**src/rtl/uart_frame_accumulator.sv**
```systemverilog
// Frame accumulator between uart_rx and uart_tx: buffers up to DEPTH bytes with a
// running sum, then replies with the sum (LSB byte first) or an echo of the frame.
module uart_frame_accumulator #(
  parameter int N_DATA_BITS = 8,
  parameter int DEPTH       = 16,
  parameter int SUM_WIDTH   = N_DATA_BITS + $clog2(DEPTH)
) (
  input  logic                       i_clk,
  input  logic                       i_reset,
  input  logic [N_DATA_BITS-1:0]     i_rx_data,
  input  logic                       i_rx_valid,
  input  logic                       i_flush,
  input  logic                       i_mode,
  input  logic                       i_tx_ready,
  output logic [N_DATA_BITS-1:0]     o_tx_data,
  output logic                       o_tx_valid,
  output logic [SUM_WIDTH-1:0]       o_sum,
  output logic [SUM_WIDTH-1:0]       o_last_sum,
  output logic [$clog2(DEPTH+1)-1:0] o_count,
  output logic                       o_busy,
  output logic                       o_overrun
);

  localparam int SUM_BYTES = (SUM_WIDTH + N_DATA_BITS - 1) / N_DATA_BITS;
  localparam int SUM_EXT_W = SUM_BYTES * N_DATA_BITS;
  localparam int CW        = $clog2(DEPTH + 1);
  localparam int AW        = $clog2(DEPTH);

  typedef enum logic [1:0] {
    COLLECT   = 2'd0,
    SEND_SUM  = 2'd1,
    SEND_ECHO = 2'd2
  } state_e;

  state_e                 state_q, state_d;
  logic [CW-1:0]          count_q, count_d;
  logic [CW-1:0]          idx_q, idx_d;
  logic [SUM_WIDTH-1:0]   sum_q, sum_d;
  logic [SUM_WIDTH-1:0]   last_sum_q, last_sum_d;
  logic                   overrun_q, overrun_d;
  logic [N_DATA_BITS-1:0] mem_q [DEPTH];

  logic                   wr_en;
  logic [CW-1:0]          acc_count;
  logic [SUM_WIDTH-1:0]   acc_sum;
  logic [SUM_EXT_W-1:0]   sum_ext;
  logic                   tx_valid;
  logic [N_DATA_BITS-1:0] tx_data;

  // Top reply byte is zero-padded when SUM_WIDTH is not a whole number of bytes.
  assign sum_ext = SUM_EXT_W'(sum_q);

  always_comb begin
    state_d    = state_q;
    count_d    = count_q;
    idx_d      = idx_q;
    sum_d      = sum_q;
    last_sum_d = last_sum_q;
    overrun_d  = overrun_q;
    wr_en      = 1'b0;
    tx_valid   = 1'b0;
    tx_data    = '0;
    // Count and sum as they stand once a same-cycle rx byte is folded in.
    acc_count  = count_q + CW'(i_rx_valid);
    acc_sum    = i_rx_valid ? sum_q + SUM_WIDTH'(i_rx_data) : sum_q;

    case (state_q)
      COLLECT: begin
        if (i_rx_valid) begin
          wr_en   = 1'b1;
          count_d = acc_count;
          sum_d   = acc_sum;
        end
        if ((i_rx_valid && count_q == CW'(DEPTH - 1)) ||
            (i_flush && acc_count != '0)) begin
          last_sum_d = acc_sum;
          idx_d      = '0;
          state_d    = i_mode ? SEND_ECHO : SEND_SUM;
        end
      end
      SEND_SUM: begin
        tx_valid = 1'b1;
        tx_data  = sum_ext[idx_q*N_DATA_BITS +: N_DATA_BITS];
        if (i_tx_ready) begin
          if (idx_q == CW'(SUM_BYTES - 1)) begin
            state_d = COLLECT;
            count_d = '0;
            sum_d   = '0;
            idx_d   = '0;
          end else begin
            idx_d = idx_q + CW'(1);
          end
        end
      end
      SEND_ECHO: begin
        tx_valid = 1'b1;
        tx_data  = mem_q[idx_q[AW-1:0]];
        if (i_tx_ready) begin
          if (idx_q == count_q - CW'(1)) begin
            state_d = COLLECT;
            count_d = '0;
            sum_d   = '0;
            idx_d   = '0;
          end else begin
            idx_d = idx_q + CW'(1);
          end
        end
      end
      default: state_d = COLLECT;
    endcase

    if (state_q != COLLECT && i_rx_valid) begin
      overrun_d = 1'b1;
    end
  end

  // NOTE: sequential state uses non-blocking assignments so every flop samples
  // pre-edge values regardless of process ordering.
  always_ff @(posedge i_clk or posedge i_reset) begin
    if (i_reset) begin
      state_q    <= COLLECT;
      count_q    <= '0;
      idx_q      <= '0;
      sum_q      <= '0;
      last_sum_q <= '0;
      overrun_q  <= 1'b0;
    end else begin
      state_q    <= state_d;
      count_q    <= count_d;
      idx_q      <= idx_d;
      sum_q      <= sum_d;
      last_sum_q <= last_sum_d;
      overrun_q  <= overrun_d;
    end
  end

  // NOTE: the byte buffer has no reset; entries are only read after being written
  // in the current frame, so resetting it would just cost reset fan-out.
  always_ff @(posedge i_clk) begin
    if (wr_en) begin
      mem_q[count_q[AW-1:0]] <= i_rx_data;
    end
  end

  assign o_tx_data  = tx_data;
  assign o_tx_valid = tx_valid;
  assign o_sum      = sum_q;
  assign o_last_sum = last_sum_q;
  assign o_count    = count_q;
  assign o_busy     = (state_q != COLLECT);
  assign o_overrun  = overrun_q;

endmodule

```
**config.mk**
```make
export PLATFORM = sky130hd
export DESIGN_NAME = uart_frame_accumulator
export DESIGN_NICKNAME = d
export VERILOG_FILES = /design/src/rtl/uart_frame_accumulator.sv
export SDC_FILE = /design/constraint.sdc
export NUM_CORES = 1
export LEC_CHECK = 0
export BUFFER_PORTS_ARGS = -buffer_cell sky130_fd_sc_hd__buf_2
export CORE_UTILIZATION = 60
export CTS_BUF_LIST = sky130_fd_sc_hd__clkbuf_2
export DETAILED_ROUTE_END_ITERATION = 10
export MAX_ROUTING_LAYER = met4
export PLACE_DENSITY = 0.82
export SLEW_MARGIN = 0
export SYNTH_ARGS = -nofsm -noshare
export SYNTH_HDL_FRONTEND = slang
export SYNTH_SLANG_ARGS = --single-unit
```
**constraint.sdc**
```tcl
create_clock -name i_clk -period 3.02 [get_ports i_clk]
set_input_delay 0.453 -clock i_clk [delete_from_list [all_inputs] [get_ports i_clk]]
set_output_delay 0.453 -clock i_clk [all_outputs]
set_load 0.005 [all_outputs]
```
-- Yosys cells after proc, flatten, opt, wreduce, memory -nomap -nowiden
Memory sizes are Yosys's and may differ from the RTL's.
Index checks and enable logic that the tools add are counted.
- memories: 1
- bits in registers: 37
- output and inout port bits: 40
- input bits: 14
- bits in writable memories: 128
- memory list (memory ; words ; bits a word ; rd ports ; clocked after Yosys merged registers in ; wr ports ; line ; RTL):
    mem_q ; 16 ; 8 ; 1 ; 0 ; 1 ; 41 ; logic [N_DATA_BITS-1:0] mem_q [DEPTH];
- muxes and demuxes: 32
- equality and inequality tests: 11
- add/subtract/negate cells: 4
- reductions and logical operators: 13
- shift-type cells: 1
- operators by type and width (kind ; number):
    12-bit two-way mux ; 6
    5-bit two-way mux ; 10
    12-bit case mux with 3 select lines ; 1
    5-bit case mux with 3 select lines ; 2
    8-bit case mux with 2 select lines ; 1
    16-bit by 9-bit variable part select with 8-bit output ; 1
    12-bit by 8-bit adder with 12-bit output ; 1
    2-bit two-way mux ; 6
    2-bit != test (second input constant) ; 6
    2-bit case mux with 3 select lines ; 1
    6-bit AND reduction ; 1
    5-bit by 1-bit adder with 5-bit output ; 1
    5-bit by 1-bit adder with 5-bit output (second input constant) ; 1
    5-bit by 1-bit == test with 1-bit output (second input constant) ; 1
    5-bit by 4-bit == test with 1-bit output (second input constant) ; 1
    5-bit == test ; 1
    1-bit two-way mux ; 5
    5-bit AND reduction ; 1
    5-bit nonzero test ; 1
    5-bit by 1-bit subtractor with 5-bit output (second input constant) ; 1
    4-bit AND reduction ; 1
    1-bit logical AND ; 3
    3-bit nonzero test ; 1
    2-bit by 1-bit == test with 1-bit output (second input constant) ; 1
    other kinds (6) ; 6

-- Depth between registers and ports, before layout
Gate-level depths: netlist of run 1.
- depth in word-level cells: 6
- gate-level depth with buffers: 12
- depth with buffers taken out: 8

-- Worst setup path before layout of run 1
No wires, ideal clock.
- kind: register to register
- start: register idx_q[1]
- end: register sum_q[2] (netlist: o_sum[2])
- library setup time: 0.121 ns
- clock period less this slack: 2.595 ns
- cell stages (with the launch flop): 11
- arrival time: 2.474 ns
- required time: 2.899 ns
- setup slack: 0.425 ns
- cells stage by stage: dfrtp_1 clkbuf_1 clkbuf_1 inv_1 ha_1 or4b_4 a211oi_2 a31oi_1 buf_6 o21bai_4 a22o_1
- word-level cells in the longest chain between the ends: 3
- RTL lines (item ; line ; RTL):
    start: declaration ; 37 ; logic [CW-1:0] idx_q, idx_d;
    start signal: assignment ; 130 ; idx_q <= idx_d;
    5-bit == test or 5-bit by 1-bit == test with 1-bit output (tied branches) ; 99, 85 ;
    2-bit != test (no source line) ; -- ;
    6-bit AND reduction (no source line) * ; -- ;
    end signal: assignment ; 131 ; sum_q <= sum_d;
    end: declaration ; 38 ; logic [SUM_WIDTH-1:0] sum_q, sum_d;
Mark *: on every way between the ends. The rest lies on a longest branch, timed or not.
A chain may end at the register's enable or synchronous reset.

-- Final worst setup path of run 1
- start: register idx_q[0]
- end: output o_tx_data[5]
- word-level cells in the longest chain between the ends: 2
- RTL lines (item ; line ; RTL):
    memory read 16 x 8 bit or 16-bit by 9-bit variable part select with 8-bit output (tied branches) ; -- ;
    8-bit case mux with 2 select lines * ; 67 ; case (state_q)
    end: declaration ; 15 ; output logic [N_DATA_BITS-1:0] o_tx_data,
Marks and branches as above.

==> results of run 1 <==
==> power groups by stage <==
stage,Clock (mW),Combinational (mW),Sequential [mW]
4_1_cts,1.30,2.19,2.93
6_report,1.28,2.23,2.93
2_1_floorplan,0,1.56,2.87
3_5_place_dp,0,2.10,2.98
5_1_grt,1.39,2.42,2.96
3_3_place_gp,0,2.03,2.96
==> worst max-delay path by stage <==
| stage | endpoint | depth (start not counted) | from | slack, ns |
|---|---|---|---|---|
| floorplan | o_sum[2]$_DFFE_PP0P_ | 10 | idx_q[1]$_DFFE_PP0P_ | 0.42 |
| global placement | o_tx_data[1] | 7 | idx_q[0]$_DFFE_PP0P_ | 0.46 |
| detailed placement | o_tx_data[2] | 7 | idx_q[0]$_DFFE_PP0P_ | 0.42 |
| CTS | o_tx_data[5] | 7 | idx_q[0]$_DFFE_PP0P_ | -0.37 |
| global route | o_tx_data[4] | 7 | idx_q[0]$_DFFE_PP0P_ | -0.46 |
| finish | o_tx_data[5] | 7 | idx_q[0]$_DFFE_PP0P_ | -0.34 |
==> registers in the layout, summed over array words and instances, names as in the netlist <==
register and count:
idx_q 5, mem_q 128, o_count 5, o_last_sum 12, o_overrun 1, o_sum 12
state_q 2
==> through the flow <==
stage | worst slack [ns] | hold WS, ns | std cells | instance area (um^2)
floorplan | 0.425 | 0.451 | 487 | 7520
global placement | 0.459 | 0.434 | 704 | 8070
detailed placement | 0.421 | 0.453 | 704 | 8070
CTS | -0.372 | 0.00116 | 744 | 8480
global route | -0.458 | 0.0117 | 744 | 8490
finish | -0.342 | 0.0416 | 744 | 8490
==> routing by layer <==
metal,GRT usage [%],part of all wire [%],vias to the layer above
met2,42.7,49,249
met5,-,0,-
li1,-,-,2049
met3,5.74,7.5,55
met4,14.3,3.6,0
met1,34.7,39,2291
==> cells in the mapped netlist, drive strengths merged (4+ instances only) <==
master,count
mux4,40
a21o,4
edfxtp,128
inv,15
xnor2,11
and2,6
a22o,8
mux2i,13
nand2b,8
buf,10
nor3,8
ha,21
clkbuf,17
nand3,11
a22oi,4
nor2b,6
nor2,19
a21oi,12
nand2,29
dfrtp,37
a211oi,6
xor2,4
o21ai,28
==> cells in the final DEF (no fill, tap or decap), drive strengths merged, types with 17 or more instances in the layout <==
cell	instances
buf	81
clkbuf	17
dfrtp	37
edfxtp	128
ha	21
inv	21
mux4	40
nand2	29
nor2	19
o21ai	28
==> cell type report <==
class,count,area (um^2),share of cell area [%]
clock buffers,17,85.1,1.00
flip-flops and latches,165,4770,56.2
well taps,168,210,2.48
clock inverters,15,194,2.28
inverters,15,56.3,0.663
multi-input cells,280,2580,30.5
repair buffers,84,587,6.91
==> cells by family (layout without fill, tap and decap cells) <==
family                   Yosys count  after routing  synth area share [%]
adder cells (fa/ha/maj)           22             22                  3.76
buffers and inverters             42            131                  2.41
flip-flops                       165            165                  63.4
AO/OA/AOI/OAI                     88             88                  7.99
AND/OR/NAND/NOR                  101            101                  6.82
XOR/XNOR                          15             15                  1.75
multiplexers                      54             54                  13.9
==> timing repair <==
item                                    in CTS  in global routing
gates resized for setup                     12                  1
endpoints found under the setup margin       8                  8
hold endpoints to repair                    24                  0
hold buffers                                 3                  0
setup buffers                                3                  0
gates cloned                                 2                  0
pin swaps                                    1                  2
==> run metrics, run 1 <==
Final nets 599; CTS H-tree depth 4; R2R Path End o_sum[0]$_DFFE_PP0P_; combinational fraction of design power 34.6%; RR Startpoint idx_q[0]$_DFFE_PP0P_; Vias per Instance 6.24; outcome finished with violations; setup ws final -0.342 ns; top post-synthesis cells by area edfxtp_1 51%, dfrtp_1 12%, mux4_2 12%; antenna violations before repair 0; worst clock skew 0.0439 ns; sequential-to-total area share from yosys stat 63.4%; Power Density 760 nW/um^2; Worst path slowest cell mux4_2; CTS buffer count 17; Critical Path Max Stage Delay 0.56 ns; Worst path top cell family by delay multiplexers; Starting Density 62.1%; Mapped Cells 487; layout cells sized above 1 29.0%; ant diodes 0; Clock Tree Root clkbuf_2; Sw Share 35.0%; Synth async-reset ratio 22.4%; syn nets 523; Worst-path clk slew 0.27 ns; number of clock sinks 165; worst path required time 2.57 ns; drt wl/cell 21.7 um; maximum vdd ir drop 324 uV; setup tns final -2.39 ns; cell row count 40; CTS tree yes; post-layout util 70.1%; RePlAce Congestion 0.865; All-Layer GR Usage 27.6%; Final min period 3.36 ns; number of synthesized flops with an enable pin 128; Clock Path Buffers 2; Psw 2.26 mW; IO Count 54; Slew headroom 44.5%; r2r setup slk 0.31 ns; top cell type's share of synthesized area 51.1%; HPWL Detailed 11.0 mm; syn avg cell area 15.4 um^2; CP arrival 2.91 ns; final hold viol count 0; global-route wire length before repair 24.9 mm; DRC viols 0; Worst Tran Pin Value 0.832 ns; main flop type after synthesis edfxtp_1; I/O Buffers 53; die area 13000 um^2; core area 12100 um^2; hold_sp i_rx_data[2]; total number of vias 4644; total power 6.45 mW; Tcrit/Tclk final 111%; most used cell, CP mux4_2; synthesized area 7520 um^2; Power Internal 4.19 mW; Layout area overhead 12.9%; CP Launch Type register; grt total ovfl 0; fill cell count 779; worst hold path stage count 1; Antenna Nets Post-Route 0; Fmax achieved 297 MHz; min-delay worst type in -> reg; FF+latch count, synth 165; unrepaired setup endpoints after global routing yes; number of library cell types mapped by synthesis 57; Clk network pwr share 19.9%; Worst Path Max Fanout 6; Yosys warnings 0; violated checks setup timing; DRT Wirelength 16.2 mm; crit path cell chain buf_6 > buf_16 > mux4_2 > mux4_2 > a22oi_2 > nor2b_1 > buf_2; CP endpoint kind output port; Reg power frac 45.5%; DRT Pass-1 Iters 5; Die Width 114 um; Starting DRT DRC Count 513; r2r worst-path depth 9; Hold Path End mem_q[1][2]$_DFFE_PP_; Pleak 3.13 nW; vias in the first global route 4569; Max Cap Viol 0; pin count of the biggest net entering global routing 37; die height 114 um; Synth area leader edfxtp_1; Max Slew Vio Count 0; Setup violations, final 8; later-pin clock latency in the skew report 0.77 ns; WS Path Type reg -> out; sum of buffers and inverters on the critical path 3
(Power assumes the default switching activity.)
==> run 2: changes to the inputs <==
Settings changed: ABC_AREA set to 1, CORE_UTILIZATION 60 to 43, PLACE_DENSITY 0.82 to 0.63.
==> run 2 against run 1 <==
Against the previous run: the flow still finishes with violations (setup timing); register-to-register slack gained 0.25 ns; total power grew 3.3%; count of clock-buffer cells in the layout is the same; final cell count grew 54%; wire length grew 32%; fmax grew 10%; worst hold slack gained 0.015 ns; first-iteration DRC count grew 9.4%; clock power shrank 12%; largest cell class unchanged.
==> run metrics, run 2 <==
total power 6.66 mW; RR Startpoint o_count[0]$_DFFE_PP0P_; synthesized area 7950 um^2; Synth area leader edfxtp_1; Layout area overhead 17.3%; IO Count 54; Hold Path End mem_q[15][6]$_DFFE_PP_; Vias per Instance 5.44; RePlAce Congestion 0.883; Slew headroom 39.9%; Worst-path clk slew 0.28 ns; Worst Tran Pin Value 0.898 ns; number of clock sinks 165; pin count of the biggest net entering global routing 50; main flop type after synthesis edfxtp_1; r2r setup slk 0.56 ns; cell row count 49; grt total ovfl 0; Final Instance Area 9320 um^2; die area 19000 um^2; Yosys warnings 0; number of synthesized flops with an enable pin 128; All-Layer GR Usage 23.2%; outcome finished with violations; DRT Wirelength 21.3 mm; total number of vias 6213; setup tns final -0.0536 ns; antenna violations before repair 1; Final min period 3.06 ns; DRT Pass-1 Iters 5; FF+latch count, synth 165; Fmax achieved 327 MHz; die height 138 um; final hold viol count 0; Clock Tree Root clkbuf_2; syn nets 851; setup ws final -0.0377 ns; Clock Path Buffers 2; CP Launch Type register; r2r worst-path depth 14; Pleak 3.79 nW; top post-synthesis cells by area edfxtp_1 48%, dfrtp_1 12%, nand2_1 8.6%; CTS H-tree depth 4; Antenna Nets Post-Route 0; syn avg cell area 9.75 um^2; R2R Path End o_sum[5]$_DFFE_PP0P_; CTS buffer count 17; violated checks setup timing; Tcrit/Tclk final 101%; core area 18000 um^2; hold_sp i_rx_data[6]; DRC viols 0; WS Path Type reg -> out; Synth async-reset ratio 22.4%; most numerous cell in the Yosys netlist nand2_1; Starting DRT DRC Count 561; worst path required time 2.57 ns; synth cell count leaders 183 x nand2_1, 131 x nor2_1, 128 x edfxtp_1, 87 x o21ai_0, 48 x nand3_1; sequential-to-total area share from yosys stat 60.0%; worst hold path stage count 1; drt wl/cell 18.7 um; min-delay worst type in -> reg; I/O Buffers 53; Starting Density 44.1%; worst clock skew 0.0460 ns; Die Width 138 um; commonest cells after routing, fill and taps aside 177 x nand2_1, 128 x edfxtp_1, 127 x nor2_1; Setup violations, final 3; layout cells sized above 1 20.2%; Worst Path Max Fanout 7; max reg flops 128; unrepaired setup endpoints after global routing yes; Mapped Cells 815; leading cell type in the layout, fill and taps excluded nand2_1; maximum vdd ir drop 378 uV; Power Density 715 nW/um^2; Max Cap Viol 0; number of library cell types mapped by synthesis 32; top cell type's share of synthesized area 48.4%; later-pin clock latency in the skew report 0.78 ns; global-route wire length before repair 31.5 mm; Max Slew Vio Count 0; CP arrival 2.60 ns; HPWL Detailed 12.8 mm; Final nets 936; CP endpoint kind output port; CTS tree yes; Placed Area 8500 um^2; vias in the first global route 5726
==> run 2: area by class of cell <==
cell class,instances,area (um^2)
well taps,229,287
clock buffers,17,85.1
clock inverters,15,143
repair buffers,105,983
multi-input cells,562,2820
inverters,48,211
flip-flops and latches,165,4770
diodes,1,2.50
fillers,1674,8700
repair inverters,1,11.3
==> run 2: timing repair <==
item / in CTS / in global routing
pin swaps: 4 / 26
endpoints found under the hold margin: 23 / 0
buffers inserted: 5 / 9
setup endpoints to repair: 8 / 8
hold buffers: 2 / 0
gates resized for setup: 28 / 38
gates cloned: 5 / 9
==> run 2: worst max-delay path, cell delays in order (launching register included) <==
cell       delay [ns]
dfrtp_2          0.53
buf_12           0.17
buf_16           0.14
clkbuf_16        0.15
nor2_1           0.04
nor2_1           0.06
o21ai_0          0.09
o211ai_1         0.09
nand3_1          0.11
nand2_2          0.11
nand2_1          0.07
a21oi_1          0.16
buf_2            0.13
==> run 2: per-stage QoR <==
| stage | hold slack [ns] | setup slack [ns] | std cells | util [%] |
|---|---|---|---|---|
| after floorplan | 0.465 | 1.03 | 815 | - |
| after global placement | 0.453 | 0.591 | 1081 | 47.2 |
| after detailed placement | 0.454 | 0.558 | 1081 | 47.2 |
| after CTS | 0.00924 | -0.0126 | 1125 | 49.8 |
| after global routing | 0.0120 | -0.154 | 1143 | 51.7 |
| final | 0.0561 | -0.0377 | 1143 | 51.7 |
==> run 2: logic make-up (layout without fill, tap and decap cells) <==
family                   Yosys count  in the layout  synth area share, %
XOR/XNOR                           4              4                0.441
other                              0              1                    0
buffers and inverters             88            186                 4.99
AND/OR/NAND/NOR                  382            382                 19.6
flip-flops                       165            165                 60.0
adder cells (fa/ha/maj)           22             22                 3.56
AO/OA/AOI/OAI                    154            154                 11.4
==> run 2: per-layer routing <==
| layer | GRT usage [%] | vias up | wire length (um) |
|---|---|---|---|
| met5 | - | - | 0 |
| met4 | 8.45 | 0 | 409 |
| met3 | 4.13 | 29 | 1510 |
| met2 | 34.8 | 232 | 10000 |
| met1 | 31.7 | 2998 | 9430 |
| li1 | - | 2954 | - |
==> run 2: worst max path at each step <==
stage	endpoint	start
floorplan	idx_q[0]$_DFFE_PP0P_	o_count[0]$_DFFE_PP0P_
global placement	o_last_sum[8]$_DFFE_PP0P_	i_rx_valid
detailed placement	idx_q[0]$_DFFE_PP0P_	i_rx_valid
CTS	o_tx_data[4]	idx_q[0]$_DFFE_PP0P_
global route	o_tx_data[1]	idx_q[0]$_DFFE_PP0P_
finish	o_tx_data[7]	idx_q[0]$_DFFE_PP0P_
==> run 2: power breakdown <==
group / leakage (nW) / internal (mW) / switching, mW
registers: 1.64 / 2.67 / 0.220
logic: 2.01 / 0.980 / 1.66
clock network: 0.133 / 0.255 / 0.877
==> run 3: changes to the inputs <==
Settings changed: CTS_BUF_LIST sky130_fd_sc_hd__clkbuf_2 to sky130_fd_sc_hd__clkbuf_4 sky130_fd_sc_hd__clkbuf_8.
==> run 3 against run 2 <==
Against the previous run: the run now ends clean; sequential share of layout area rose by 2.5 points; setup slack gained 0.22 ns; count of clock-buffer cells in the layout is the same; clock skew decreased by 0.030 ns; critical path depth decreased by 3; global-route usage decreased by 1.1 points; first-iteration DRC count decreased by 11%; combinational power is 14% lower; fmax increased by 7.6%; design area down 4.8%; critical endpoint is now o_tx_data[6]; largest cell class unchanged; highest routed layer unchanged.
==> run metrics, run 3 (synthesis results as in run 2) <==
outcome finished clean; I/O Buffers 53; Die Width 138 um; r2r setup slk 0.63 ns; Slew headroom 38.6%; Tcrit/Tclk final 94.1%; worst slack, placed 0.558 ns; WS Path Type reg -> out; met1 Use GR 31.3%; total power 6.67 mW; Pleak 3.58 nW; grt total ovfl 0; CTS tree yes; crit path cell chain clkinv_2 > buf_4 > o21ai_0 > o211ai_1 > nand3_1 > nand2_1 > nand2_1 > a21oi_1 > buf_2; Power Density 751 nW/um^2; cell row count 49; max reg flops 128; Starting DRT DRC Count 502; min-delay worst type in -> async; Final min period 2.84 ns; die height 138 um; Max Slew Vio Count 0; total number of vias 5864; CP endpoint kind output port; multi-input combinational cell area 2780 um^2; commonest cells after routing, fill and taps aside 183 x nand2_1, 131 x nor2_1, 128 x edfxtp_1; DRC viols 0; CP arrival 2.39 ns; final hold viol count 0; core area 18000 um^2; Worst path top cell family by delay buffers and inverters; Gates resized, CTS repair 0; Clock Tree Root clkbuf_8; vias in the first global route 5554; All-Layer GR Usage 22.1%; Worst Path Max Fanout 22; GR Util met3 4.24%; HPWL Detailed 12.8 mm; most used cell, CP nand2_1; number of clock sinks 165; DRT Pass-1 Iters 5; Worst-path clk slew 0.09 ns; Antenna Nets Post-Route 0; Worst Tran Pin Value 0.918 ns; IO Count 54; unrepaired setup endpoints after global routing no; pin count of the biggest net entering global routing 78; worst clock skew 0.0159 ns; M2 GR Usage 32.5%; maximum vdd ir drop 326 uV; Register Area 4770 um^2; Clock Path Buffers 2; Max Cap Viol 0; Final nets 907; Layout area overhead 11.7%; Critical Path Max Stage Delay 0.40 ns; later-pin clock latency in the skew report 0.46 ns; die area 19000 um^2; GR peak layer met2; Worst path slowest cell dfrtp_2; CTS H-tree depth 4; postcts setup bufs 0; CP Launch Type register; layout cells sized above 1 15.8%; fill cell count 1699; antenna violations before repair 0; Starting Density 44.1%; setup tns final 0 ns; Vias per Instance 5.27; ant diodes 0; Fmax achieved 352 MHz; Setup violations, final 0; global-route wire length before repair 30.3 mm; CTS buffer count 17; RePlAce Congestion 0.883; setup ws final 0.178 ns; sum of buffers and inverters on the critical path 3; cts hold-fix bufs 0; drt wl/cell 17.2 um; leading cell type in the layout, fill and taps excluded nand2_1; DRT Wirelength 19.2 mm; worst path required time 2.57 ns; Min Hold Slack 0.168 ns
## run 3: cell count changes in the layout (fill, tap and decap cells not counted), moves of 6 or more
cell / delta
nand2_1: +6
clkbuf_16: -8
nand2_2: -6
o21ai_1: -20
clkbuf_8: +17
clkbuf_2: -17
buf_4: -6
o21ai_0: +20
## run 3: area by class of cell
class | instances | area share, %
Timing Repair Buffer | 77 | 5.44
Tap cell | 229 | 3.23
Inverter | 48 | 2.04
Multi-Input combinational cell | 562 | 31.3
Clock inverter | 15 | 1.61
Clock buffer | 17 | 2.64
Sequential cell | 165 | 53.7
## run 3: per-layer routing
metal  wire length, um  up-vias
met4               256        0
met1              9180     2819
met5                 0        -
li1                  -     2892
met2              8850      129
met3               865       24
## run 3: through the flow
stage	instance area, um^2	cells	util (%)
detailed placement	8500	1081	47.2
floorplan	7950	815	-
CTS	8880	1113	49.2
finish	8880	1113	49.3
global placement	8500	1081	47.2
global route	8880	1113	49.3
## run 3: power by group
part	internal, mW	leakage [nW]	switching [mW]
logic	0.752	1.75	1.52
registers	2.67	1.64	0.208
clock network	0.605	0.185	0.913
## run 3: worst reg2reg max path: stages, from the launching register on
cell and delay (ns):
dfrtp_1 0.55, inv_1 0.15, ha_1 0.32, inv_1 0.04
nand2_1 0.06, nand2_1 0.05, nor2_1 0.11, nand2_1 0.06
nor2_1 0.10, nand2_1 0.07, nand2_2 0.09, nand3_4 0.38
nand2_1 0.23, o21ai_2 0.06
## run 3: worst paths after layout
kind	startpoint	cells after the start	end
max in group asynchronous	i_reset	3	o_last_sum[3]$_DFFE_PP0P_
min reg2reg	o_last_sum[0]$_DFFE_PP0P_	2	o_last_sum[0]$_DFFE_PP0P_
max reg2reg	o_count[1]$_DFFE_PP0P_	13	o_count[2]$_DFFE_PP0P_
min	i_reset	2	o_count[1]$_DFFE_PP0P_
min in group i_clk	i_mode	4	state_q[0]$_DFFE_PP0P_
max	idx_q[0]$_DFFE_PP0P_	9	o_tx_data[6]
